$ cat src/rtl/ro_row_sequencer.sv
// Readout row sequencer: answers the exposure trigger/busy handshake and walks rows 0..NUM_ROW-1,
// driving row select, reset/signal sample strobes and the per-row ADC start.
module ro_row_sequencer #(
  parameter int unsigned ROW_W = 9,
  parameter int unsigned TS_W  = 8,
  parameter int unsigned TA_W  = 12
) (
  input  logic             CLK,
  input  logic             rst,
  input  logic [ROW_W-1:0] NUM_ROW,
  input  logic [TS_W-1:0]  T_ROWSET,
  input  logic [TS_W-1:0]  T_SAMP,
  input  logic [TA_W-1:0]  T_ADC,
  input  logic             trigger_i,
  output logic             re_busy,
  output logic [ROW_W-1:0] ROWADD,
  output logic             ROW_SEL,
  output logic             SAMP_RST,
  output logic             SAMP_SIG,
  output logic             ADC_START,
  output logic             row_done,
  output logic             frame_done,
  output logic             overrun
);

  localparam int unsigned CW = (TS_W > TA_W) ? TS_W : TA_W;

  localparam logic [2:0] IDLE   = 3'd0;
  localparam logic [2:0] SETTLE = 3'd1;
  localparam logic [2:0] SAMP_R = 3'd2;
  localparam logic [2:0] SAMP_S = 3'd3;
  localparam logic [2:0] CONV   = 3'd4;

  logic [2:0]       state_q, state_d;
  logic [CW-1:0]    cnt_q, cnt_d;
  logic [ROW_W-1:0] row_q, row_d;
  logic [ROW_W-1:0] num_q;
  logic [TS_W-1:0]  a_m1_q, b_m1_q;
  logic [TA_W-1:0]  c_m1_q;
  logic             overrun_q;
  logic             busy_q, sel_q, srst_q, ssig_q, adc_q;

  // Counters hold (duration - 1); a programmed 0 behaves like 1.
  logic [TS_W-1:0]  a_m1_in, b_m1_in;
  logic [TA_W-1:0]  c_m1_in;
  assign a_m1_in = (T_ROWSET == '0) ? '0 : T_ROWSET - TS_W'(1);
  assign b_m1_in = (T_SAMP == '0) ? '0 : T_SAMP - TS_W'(1);
  assign c_m1_in = (T_ADC == '0) ? '0 : T_ADC - TA_W'(1);

  logic accept, last_cnt, last_row;
  assign accept   = (state_q == IDLE) && trigger_i && (NUM_ROW != '0);
  assign last_cnt = (cnt_q == '0);
  assign last_row = (row_q == num_q - ROW_W'(1));

  always_comb begin
    state_d = state_q;
    cnt_d   = cnt_q;
    row_d   = row_q;
    if (state_q != IDLE && !last_cnt) begin
      cnt_d = cnt_q - CW'(1);
    end
    case (state_q)
      IDLE: begin
        if (accept) begin
          state_d = SETTLE;
          cnt_d   = CW'(a_m1_in);
          row_d   = '0;
        end
      end
      SETTLE: begin
        if (last_cnt) begin
          state_d = SAMP_R;
          cnt_d   = CW'(b_m1_q);
        end
      end
      SAMP_R: begin
        if (last_cnt) begin
          state_d = SAMP_S;
          cnt_d   = CW'(b_m1_q);
        end
      end
      SAMP_S: begin
        if (last_cnt) begin
          state_d = CONV;
          cnt_d   = CW'(c_m1_q);
        end
      end
      CONV: begin
        if (last_cnt) begin
          if (last_row) begin
            state_d = IDLE;
            cnt_d   = '0;
            row_d   = '0;
          end else begin
            state_d = SETTLE;
            cnt_d   = CW'(a_m1_q);
            row_d   = row_q + ROW_W'(1);
          end
        end
      end
      default: begin
        state_d = IDLE;
        cnt_d   = '0;
        row_d   = '0;
      end
    endcase
  end

  // Level outputs are registered from the next state so they never glitch across transitions.
  always_ff @(posedge CLK) begin
    if (!rst) begin
      state_q   <= IDLE;
      cnt_q     <= '0;
      row_q     <= '0;
      num_q     <= '0;
      a_m1_q    <= '0;
      b_m1_q    <= '0;
      c_m1_q    <= '0;
      overrun_q <= 1'b0;
      busy_q    <= 1'b0;
      sel_q     <= 1'b0;
      srst_q    <= 1'b0;
      ssig_q    <= 1'b0;
      adc_q     <= 1'b0;
    end else begin
      state_q <= state_d;
      cnt_q   <= cnt_d;
      row_q   <= row_d;
      if (accept) begin
        num_q  <= NUM_ROW;
        a_m1_q <= a_m1_in;
        b_m1_q <= b_m1_in;
        c_m1_q <= c_m1_in;
      end
      if (state_q != IDLE && trigger_i) begin
        overrun_q <= 1'b1;
      end
      busy_q <= (state_d != IDLE);
      sel_q  <= (state_d == SETTLE) || (state_d == SAMP_R) || (state_d == SAMP_S);
      srst_q <= (state_d == SAMP_R);
      ssig_q <= (state_d == SAMP_S);
      adc_q  <= (state_d == CONV) && (state_q != CONV);
    end
  end

  assign re_busy    = busy_q;
  assign ROWADD     = row_q;
  assign ROW_SEL    = sel_q;
  assign SAMP_RST   = srst_q;
  assign SAMP_SIG   = ssig_q;
  assign ADC_START  = adc_q;
  assign row_done   = (state_q == CONV) && last_cnt;
  assign frame_done = row_done && last_row;
  assign overrun    = overrun_q;

endmodule

$ cat config.mk
export PLATFORM = sky130hd
export DESIGN_NAME = ro_row_sequencer
export DESIGN_NICKNAME = d
export VERILOG_FILES = /design/src/rtl/ro_row_sequencer.sv
export SDC_FILE = /design/constraint.sdc
export NUM_CORES = 1
export LEC_CHECK = 0
export BUFFER_PORTS_ARGS = -buffer_cell sky130_fd_sc_hd__clkbuf_2
export CORE_MARGIN = 10
export CORE_UTILIZATION = 55
export CTS_CLUSTER_DIAMETER = 40
export DETAILED_ROUTE_END_ITERATION = 12
export GPL_TIMING_DRIVEN = 0
export PLACE_DENSITY = 0.83
export SYNTH_ARGS = -nofsm -noshare
export SYNTH_HDL_FRONTEND = slang
export SYNTH_SLANG_ARGS = --single-unit
$ cat constraint.sdc
create_clock -name CLK -period 6.5 [get_ports CLK]
set_clock_uncertainty 0.1 [all_clocks]
set_input_delay 0.65 -clock CLK [delete_from_list [all_inputs] [get_ports CLK]]
set_output_delay 0.65 -clock CLK [all_outputs]
set_load 0.01 [all_outputs]
## Word-level counts from Yosys, hierarchy flattened

Cells that the tools add are included.

- Output and inout bits: 17
- Logic and storage cells: 74
- Input bits: 40
- Flip-flop bits (word level): 67

- Equality and inequality tests: 12
- Bitwise logic cells: 1
- Reductions and logical operators: 21
- $add $sub $neg: 6
- Multiplexer cells: 21

Operator list:

| operator | count |
|---|---|
| $mux W12 | 6 |
| $pmux W12 S4 | 1 |
| $mux W9 | 3 |
| $pmux W9 S3 | 1 |
| $logic_not A12 Y1 | 2 |
| $mux W8 | 3 |
| $sub A12 B1 Y12 const B | 2 |
| $logic_not A8 Y1 | 2 |
| $sub A8 B1 Y8 const B | 2 |
| $mux W3 | 5 |
| $pmux W3 S5 | 1 |
| $eq A3 B2 Y1 const B | 4 |
| $add A9 B1 Y9 const B | 1 |
| $eq A9 B9 Y1 | 1 |
| $reduce_bool A9 Y1 | 1 |
| $sub A9 B1 Y9 const B | 1 |
| $logic_and A1 B1 Y1 | 7 |
| $eq A3 B1 Y1 const B | 2 |
| $eq A3 B3 Y1 const B | 2 |
| $reduce_bool A3 Y1 | 2 |
| $ne A2 B2 Y1 const B | 2 |
| $logic_not A3 Y1 | 1 |
| $ne A3 B3 Y1 const B | 1 |
| $reduce_and A3 Y1 | 1 |
| other kinds (6) | 7 |

## Depth between registers and ports, before layout

Gate-level depths: netlist of run 1.

- Depth after elaboration: 8
- Gate-level depth with buffers: 10
- Gate-level depth less buffers: 8

## Worst setup path before layout of run 1

OpenSTA, ideal clock, no wires.

- Path type: register to output
- From: reg num_q[0]
- To: out frame_done
- Required time: 5.750 ns
- Data arrival time: 2.466 ns
- Buffers on the path: 2
- Cell stages (with the launch flop): 10
- Slack: 3.284 ns
- Path through: dfxtp_1 clkbuf_1 inv_1 ha_1 o21ba_2 a221o_1 a222oi_1 o211ai_2 clkbuf_1 nor3_1

- Word-level cells in the longest chain between the ends: 3

RTL lines:

| item | RTL line | RTL |
|---|---|---|
| start, declared | 37 | `logic [ROW_W-1:0] num_q;` |
| start signal, assigned | 115 | `num_q <= '0;` |
| start signal, assigned | 130 | `num_q <= NUM_ROW;` |
| $sub A9 B1 Y9 | 53 | `assign last_row = (row_q == num_q - ROW_W'(1));` |
| $eq A9 B9 Y1 | 53 |  |
| $logic_and A1 B1 Y1 | 153 | `assign frame_done = row_done && last_row;` |
| end, declared | 22 | `output logic frame_done,` |

Every way passes these cells.

## Final worst setup path of run 1

Same ends and word-level chain as after synthesis.

==> results of run 1 <==
state kept, by name (all words and copies together), names as in the netlist, 3 cells and up:
register	flops
state_q	3
ROWADD	9
cnt_q	12
c_m1_q	12
num_q	9
b_m1_q	8
a_m1_q	8
metrics by stage:
| step | area (µm²) | hold slack, ps | power [mW] |
|---|---|---|---|
| after CTS | 4560 | 365 | 1.81 |
| after global routing | 4560 | 388 | 1.98 |
| after detailed placement | 4380 | 352 | 1.48 |
| final | 4560 | 368 | 1.84 |
| after global placement | 4380 | 344 | 1.45 |
| after floorplan | 3980 | 333 | 1.23 |
power groups by stage:
stage	sequential, mW	combinational (mW)	clock [mW]
6_report	0.569	0.928	0.339
5_1_grt	0.580	1.04	0.359
4_1_cts	0.567	0.907	0.340
3_5_place_dp	0.576	0.902	0
3_3_place_gp	0.570	0.880	0
2_1_floorplan	0.560	0.670	0
cells by family (layout without fill, tap and decap cells):
group                      count (synthesis)  after routing  share of synthesized area
AOI/OAI and AO/OA                        127            127                      0.222
xor gates and xnor gates                  34             34                     0.0748
adders and majority gates                  7              7                     0.0220
buffers and inverters                     47            117                     0.0447
DFF                                       67             67                      0.337
muxes                                      4              4                     0.0101
and+or+nand+nor                          236            236                      0.290
cell usage in the layout, fill, tap and decap left out, types with 6 or more instances in the layout:
cell type,Yosys,layout
nand4_1,13,13
dfxtp_1,67,67
inv_1,19,19
xnor2_1,19,19
a31oi_1,20,20
or3_1,16,16
nor4_1,7,7
clkbuf_2,0,56
nand2_1,64,64
nand3_1,12,12
a2bb2oi_1,7,7
nor2b_1,8,8
clkbuf_8,0,10
xor2_1,15,15
a21oi_1,30,30
and2_1,6,6
nor3_1,27,27
a22oi_1,15,15
nor2_1,59,59
clkbuf_1,24,25
o21ai_0,15,15
ha_1,7,7
metal layers:
layer,vias to the layer above,global-route usage,wire length [µm]
li1,2050,-,-
met1,1997,0.273,5150
met2,186,0.332,5360
met3,24,0.0706,1170
met4,0,0.0559,210
met5,-,0,0
worst max-delay path: stages (launching register included):
cell and delay, ps:
dfxtp_1 310, clkbuf_1 280, inv_1 90, ha_1 290, o21ba_2 230, a221o_1 340
a222oi_1 480, o211ai_2 300, clkbuf_1 320, nor3_1 250, clkbuf_2 180
worst max-delay path by stage:
stage / to / from / depth (start not counted)
finish: frame_done / num_q[0]$_SDFFE_PN0P_ / 10
floorplan: frame_done / num_q[0]$_SDFFE_PN0P_ / 9
global placement: frame_done / num_q[0]$_SDFFE_PN0P_ / 10
CTS: frame_done / num_q[0]$_SDFFE_PN0P_ / 10
detailed placement: frame_done / num_q[0]$_SDFFE_PN0P_ / 10
global route: frame_done / num_q[0]$_SDFFE_PN0P_ / 10
area by class of cell:
cell class / count / area share
flip-flops and latches: 67 / 0.294
clock buffers: 11 / 0.0310
inverters: 19 / 0.0156
repair buffers: 56 / 0.0615
well taps: 96 / 0.0263
clock inverters: 3 / 0.00878
multi-input cells: 408 / 0.539
plain buffers: 28 / 0.0233
==> run metrics, run 1 <==
outcome=complete, no violations; FFs w/ async S/R, synth=0; reg2reg end=re_busy$_SDFF_PN0_; Setup CP Type=flop to output port; Reg2Reg Setup Slack=approximately 3300 ps; fill count=635; IO Count=57; area of the multi-input gates=0.00246 mm²; count of unique library cells instantiated by Yosys=58; via density per instance=about 6.2; Crit Reg-Reg Startpoint=num_q[0]$_SDFFE_PN0P_; Clk Latency, worst-skew pair=360 ps; WL/cell=17.3 µm; switch share=0.444; initial core utilization=0.576; relative slew slack=0.254; Cell Area, Synth=just under 0.004 mm²; Pre-antenna DRT Iters=5; FMAX=around 240 MHz; Critical Path End Type=output port; most common cell in the netlist=dfxtp_1; Post-Syn Nets=569; Clock Pin Slew Worst Setup and Hold Paths=70 ps; DP Worst Slack=between 2000 and 3000 ps; final setup violation count=0; vias in the first global route=4052; first-pass GRT wire length=19.7 mm; slew of the pin with the lowest slew margin=1110 ps; ANT cells=0; Antenna Nets Post-Route=0; main flop type after synthesis=dfxtp_1; Clk pwr share=0.185; fin. max-slew vios=0; Reg power frac=0.310; Yosys reg bits=67; # H-tree levels=3; share of layout cells above drive strength 1=0.140; PD cells=approximately 400 mW/mm²; combinational share of power=0.505; GRT Total Usage=0.212; vias=4257; Fin Setup TNS=0 ps; EDFF count, synth=0; proportion of netlist area held by the largest area contributor=0.337; worst min-delay path class=flop to flop; gr ovfl total=0; fin nets=636; post_cts resized=0; hold endpoint=c_m1_q[8]$_SDFFE_PN0P_; Critical Path RT=5750 ps; # Post-CTS Setup Buffers=0; top post-synthesis cells by area=dfxtp_1, nand2_1, nor2_1, xnor2_1, a21oi_1; register area share after synthesis=0.337; WHS Path Cells=2; placed cells=674; final clock period utilization by the worst path=0.639; Power Internal=between 1 and 1.5 mW; FF/Latch Area=between 0.001 and 0.0015 mm²; DRT iter0 DRCs=322; switching pwr=815 µW; crit-path max FO=10; number of remaining DRC errors=0; DP HPWL=9.12 mm; RePlAce Congestion=0.960; Root Driver=clkbuf_8; core area=0.00691 mm²; max_cap viols=0; largest net degree at the start of global routing=11; Synth-to-Final Area Change=14.6%; Die X=about 110 µm; initial antenna violation count=0; Final Critical Period=4160 ps; Leak=1.73 nW; RSZ-0062 raised after global routing=false; hold_buf cts=0; die extent in y=between 100 and 150 µm; Core Util, Final=0.660; Peak VDD IR=between 0.2 and 0.25 mV; FF-to-FF path depth=10; Port Buffer Count=56; Worst Setup Start Kind=flop; CTS tree=built; FP Rows=30; clk sinks=67; Hold Fails Final Rpt=0; syn_area_per_cell=7.62 µm²; Gate Count Post-Synth=522; cts bufs inserted=9; Hold Crit Start=c_m1_q[8]$_SDFFE_PN0P_; most frequent cells after synthesis=dfxtp_1, nand2_1, nor2_1; Warnings, synthesis=0; Post-Route WL=11.9 mm; critical path data arrival time=about 3400 ps; Clock Tree Buf Depth=2; fin worst setup slack=2340 ps; Synth area leader=dfxtp_1; Die Area=0.0110 mm²; Post-Layout Cell Count=688
Note: power is estimated with default switching activity, not from simulation.
==> run 2, diff against run 1 <==
--- a/config.mk
+++ b/config.mk
@@ -5,6 +5,7 @@
 export SDC_FILE = /design/constraint.sdc
 export NUM_CORES = 1
 export LEC_CHECK = 0
+export ABC_AREA = 1
 export BUFFER_PORTS_ARGS = -buffer_cell sky130_fd_sc_hd__clkbuf_2
 export CORE_MARGIN = 10
 export CORE_UTILIZATION = 55
==> constraint.sdc (replaced) <==
create_clock -name CLK -period 4.1 [get_ports CLK]
set_clock_uncertainty 0.1 [all_clocks]
set_input_delay 0.41 -clock CLK [delete_from_list [all_inputs] [get_ports CLK]]
set_output_delay 0.41 -clock CLK [all_outputs]
set_load 0.01 [all_outputs]
==> run 2 against run 1 <==
  * Global-route usage decreased by 1.8 points
  * Synthesized area increased by 4.5%
  * Worst hold slack got worse by 160 ps
  * Largest cell class unchanged
  * Die area is 3.7% higher
  * First-iteration DRC count shrank 29%
  * Clock-buffer cell count is the same
  * Sequential share of layout area decreased by 1.3 points
  * Critical path depth up 2
==> run metrics, run 2 <==
outcome=complete, no violations; Post-Route WL=11.0 mm (-7.6%); Synth area leader=dfxtp_1; CTS tree=built; post_cts resized=0 (unchanged); RePlAce Congestion=0.948 (-1.3%); Clock Pin Slew Worst Setup and Hold Paths=70 ps (about the same); IO Count=57 (unchanged); EDFF count, synth=0 (unchanged); top post-synthesis cells by area=dfxtp_1, nand2_1, nor2_1, a21oi_1, inv_1; WL/cell=13.7 µm (-20%); Critical Path RT=3590 ps (-2160 ps); syn_area_per_cell=6.62 µm² (-13%); placed cells=783 (+16%); vias in the first global route=4167 (+2.8%); # Post-CTS Setup Buffers=0 (unchanged); gr ovfl total=0 (unchanged); FFs w/ async S/R, synth=0 (unchanged); Leak=2.23 nW (+29%); reg2reg end=cnt_q[1]$_SDFF_PN0_; Root Driver=clkbuf_8; vias=4255 (-0.047%); FMAX=335 MHz; relative slew slack=0.616 (+0.362); proportion of netlist area held by the largest area contributor=0.323 (-0.0146); Warnings, synthesis=0 (unchanged); largest net degree at the start of global routing=13 (+2); critical path data arrival time=2480 ps (-930 ps); clk sinks=67 (unchanged); RSZ-0062 raised after global routing=false; crit-path max FO=10 (unchanged); Reg2Reg Setup Slack=1940 ps (-1360 ps); most common cell in the netlist=nand2_1; first-pass GRT wire length=18.4 mm (-6.5%); Setup CP Type=flop to output port; fin. max-slew vios=0 (unchanged); register area share after synthesis=0.323 (-0.0146); Die Area=0.0114 mm² (+3.7%); Crit-path slowest cell=dfxtp_1; slew of the pin with the lowest slew margin=576 ps (-535 ps); PD cells=600 mW/mm² (+49%); fill count=699 (+10%); die extent in y=107 µm (+1.8%); Hold Crit Start=trigger_i; most frequent cells in the layout=nand2_1, nor2_1, dfxtp_1, inv_1, clkbuf_2; hold_buf cts=0 (unchanged); Post-Layout Cell Count=799 (+16%); Antenna Nets Post-Route=0 (unchanged); Peak VDD IR=0.230 mV (+2.8%); ANT cells=0 (unchanged); CP cell instances=inv_1, ha_1, nand2_1, nor2_1, nand3_1, nand2_1, nand2_1, nor2_1, nand2_1, buf_4, nor3_1, clkbuf_2; Die X=107 µm (+1.8%); Pre-antenna DRT Iters=5 (unchanged); most used cell, CP=nand2_1; Crit Reg-Reg Startpoint=num_q[0]$_SDFFE_PN0P_; initial core utilization=0.570 (-0.00574); worst min-delay path class=input port to flop; final clock period utilization by the worst path=0.729; Critical Path End Type=output port; commonest non-fill, non-tap cell in the layout=nand2_1; Worst Setup Start Kind=flop; Synth-to-Final Area Change=14.6% (about the same); CP max stage delay=320 ps (-160 ps); Clock Tree Buf Depth=2 (unchanged); share of layout cells above drive strength 1=0.186 (+0.0455); Clk Latency, worst-skew pair=360 ps (about the same); GRT Total Usage=0.194 (-0.0183); Top Registers=c_m1_q (12), cnt_q (12); Top delay family on crit path=simple AND/OR/NAND/NOR gates; initial antenna violation count=0 (unchanged); DRT iter0 DRCs=228 (-29%); Yosys reg bits=67 (unchanged); core area=0.00729 mm² (+5.6%); Hold Fails Final Rpt=0 (unchanged); DP HPWL=8.52 mm (-6.5%); WHS Path Cells=3 (+1); Gate Count Post-Synth=628 (+20%); Port Buffer Count=56 (unchanged); Fin Setup TNS=0 ps (unchanged); Worst Path Buf+Inv=3 (-1); FF-to-FF path depth=15 (+5); cts bufs inserted=9 (unchanged); FP Rows=31 (+3.3%); # H-tree levels=3 (unchanged); final setup violation count=0 (unchanged); count of unique library cells instantiated by Yosys=40 (-31%); main flop type after synthesis=dfxtp_1; fin nets=742 (+17%); max_cap viols=0 (unchanged); most frequent cells after synthesis=nand2_1, nor2_1, dfxtp_1; number of remaining DRC errors=0 (unchanged); via density per instance=5.33 (-14%); Post-Syn Nets=675 (+19%); Cell Area, Synth=0.00416 mm² (+4.5%); Final Critical Period=2990 ps; hold endpoint=overrun$_SDFFE_PN0P_
==> run 2: changes by cell type after synthesis, moves of 10 or more <==
| cell | delta |
|---|---|
| inv_1 | +45 |
| nor3_1 | -12 |
| nand3_1 | +28 |
| a31oi_1 | -18 |
| nand2_1 | +100 |
| o21ai_0 | +10 |
| a22oi_1 | -15 |
| or3_1 | -16 |
| nor2_1 | +11 |
| clkbuf_1 | -19 |
| a21oi_1 | +18 |
==> run 2: worst max path at each step <==
stage,start,end,slack [ps],depth (start not counted)
6_report,num_q[0]$_SDFFE_PN0P_,frame_done,1110,12
5_1_grt,num_q[0]$_SDFFE_PN0P_,frame_done,940,14
4_1_cts,num_q[0]$_SDFFE_PN0P_,frame_done,1180,12
3_5_place_dp,num_q[0]$_SDFFE_PN0P_,frame_done,1580,12
3_3_place_gp,num_q[0]$_SDFFE_PN0P_,frame_done,1600,12
2_1_floorplan,num_q[0]$_SDFFE_PN0P_,frame_done,1970,13
==> run 2: report_power, final <==
group          total [mW]  switching [mW]  leakage [nW]  internal, mW
Clock               0.574           0.274        0.0957         0.300
Sequential          0.884           0.112         0.550         0.771
Combinational        1.40           0.908          1.59         0.493
Total                2.86            1.29          2.23          1.56
==> run 2: cell type report <==
type,count,area [µm²],share of cell area
plain buffers,17,86.3,0.0181
clock buffers,11,141,0.0297
clock inverters,5,62.6,0.0131
inverters,72,275,0.0577
multi-input cells,472,2460,0.515
flip-flops and latches,67,1340,0.281
well taps,99,124,0.0260
repair buffers,56,280,0.0588
==> run 2: cell families after synthesis <==
| logic type | synth area share |
|---|---|
| simple gates | 0.373 |
| compound gates | 0.123 |
| xor+xnor | 0.0737 |
| flops | 0.323 |
| fa+ha+maj | 0.0211 |
| buf+inv | 0.0869 |
==> run 2: tightest hold or removal path: stages <==
cell and delay (ps):
clkbuf_2 90, a21oi_1 60, nor2_1 70
==> run 2: routing by layer <==
| layer | global-route usage | wire, µm |
|---|---|---|
| met2 | 0.332 | 5160 |
| met3 | 0.0419 | 714 |
| met1 | 0.225 | 4780 |
| met5 | 0 | 0 |
| met4 | 0.0938 | 328 |
==> run 2: per-stage QoR <==
stage / utilization / hold slack (ps) / total power, mW / cell area [µm²] / worst slack (ps)
6_report: 0.654 / 206 / 2.86 / 4770 / 1110
2_1_floorplan: - / 340 / 1.93 / 4160 / 1970
4_1_cts: 0.654 / 199 / 2.84 / 4770 / 1180
3_3_place_gp: 0.626 / 353 / 2.22 / 4560 / 1600
3_5_place_dp: 0.626 / 356 / 2.26 / 4560 / 1580
5_1_grt: 0.654 / 224 / 3.07 / 4770 / 944
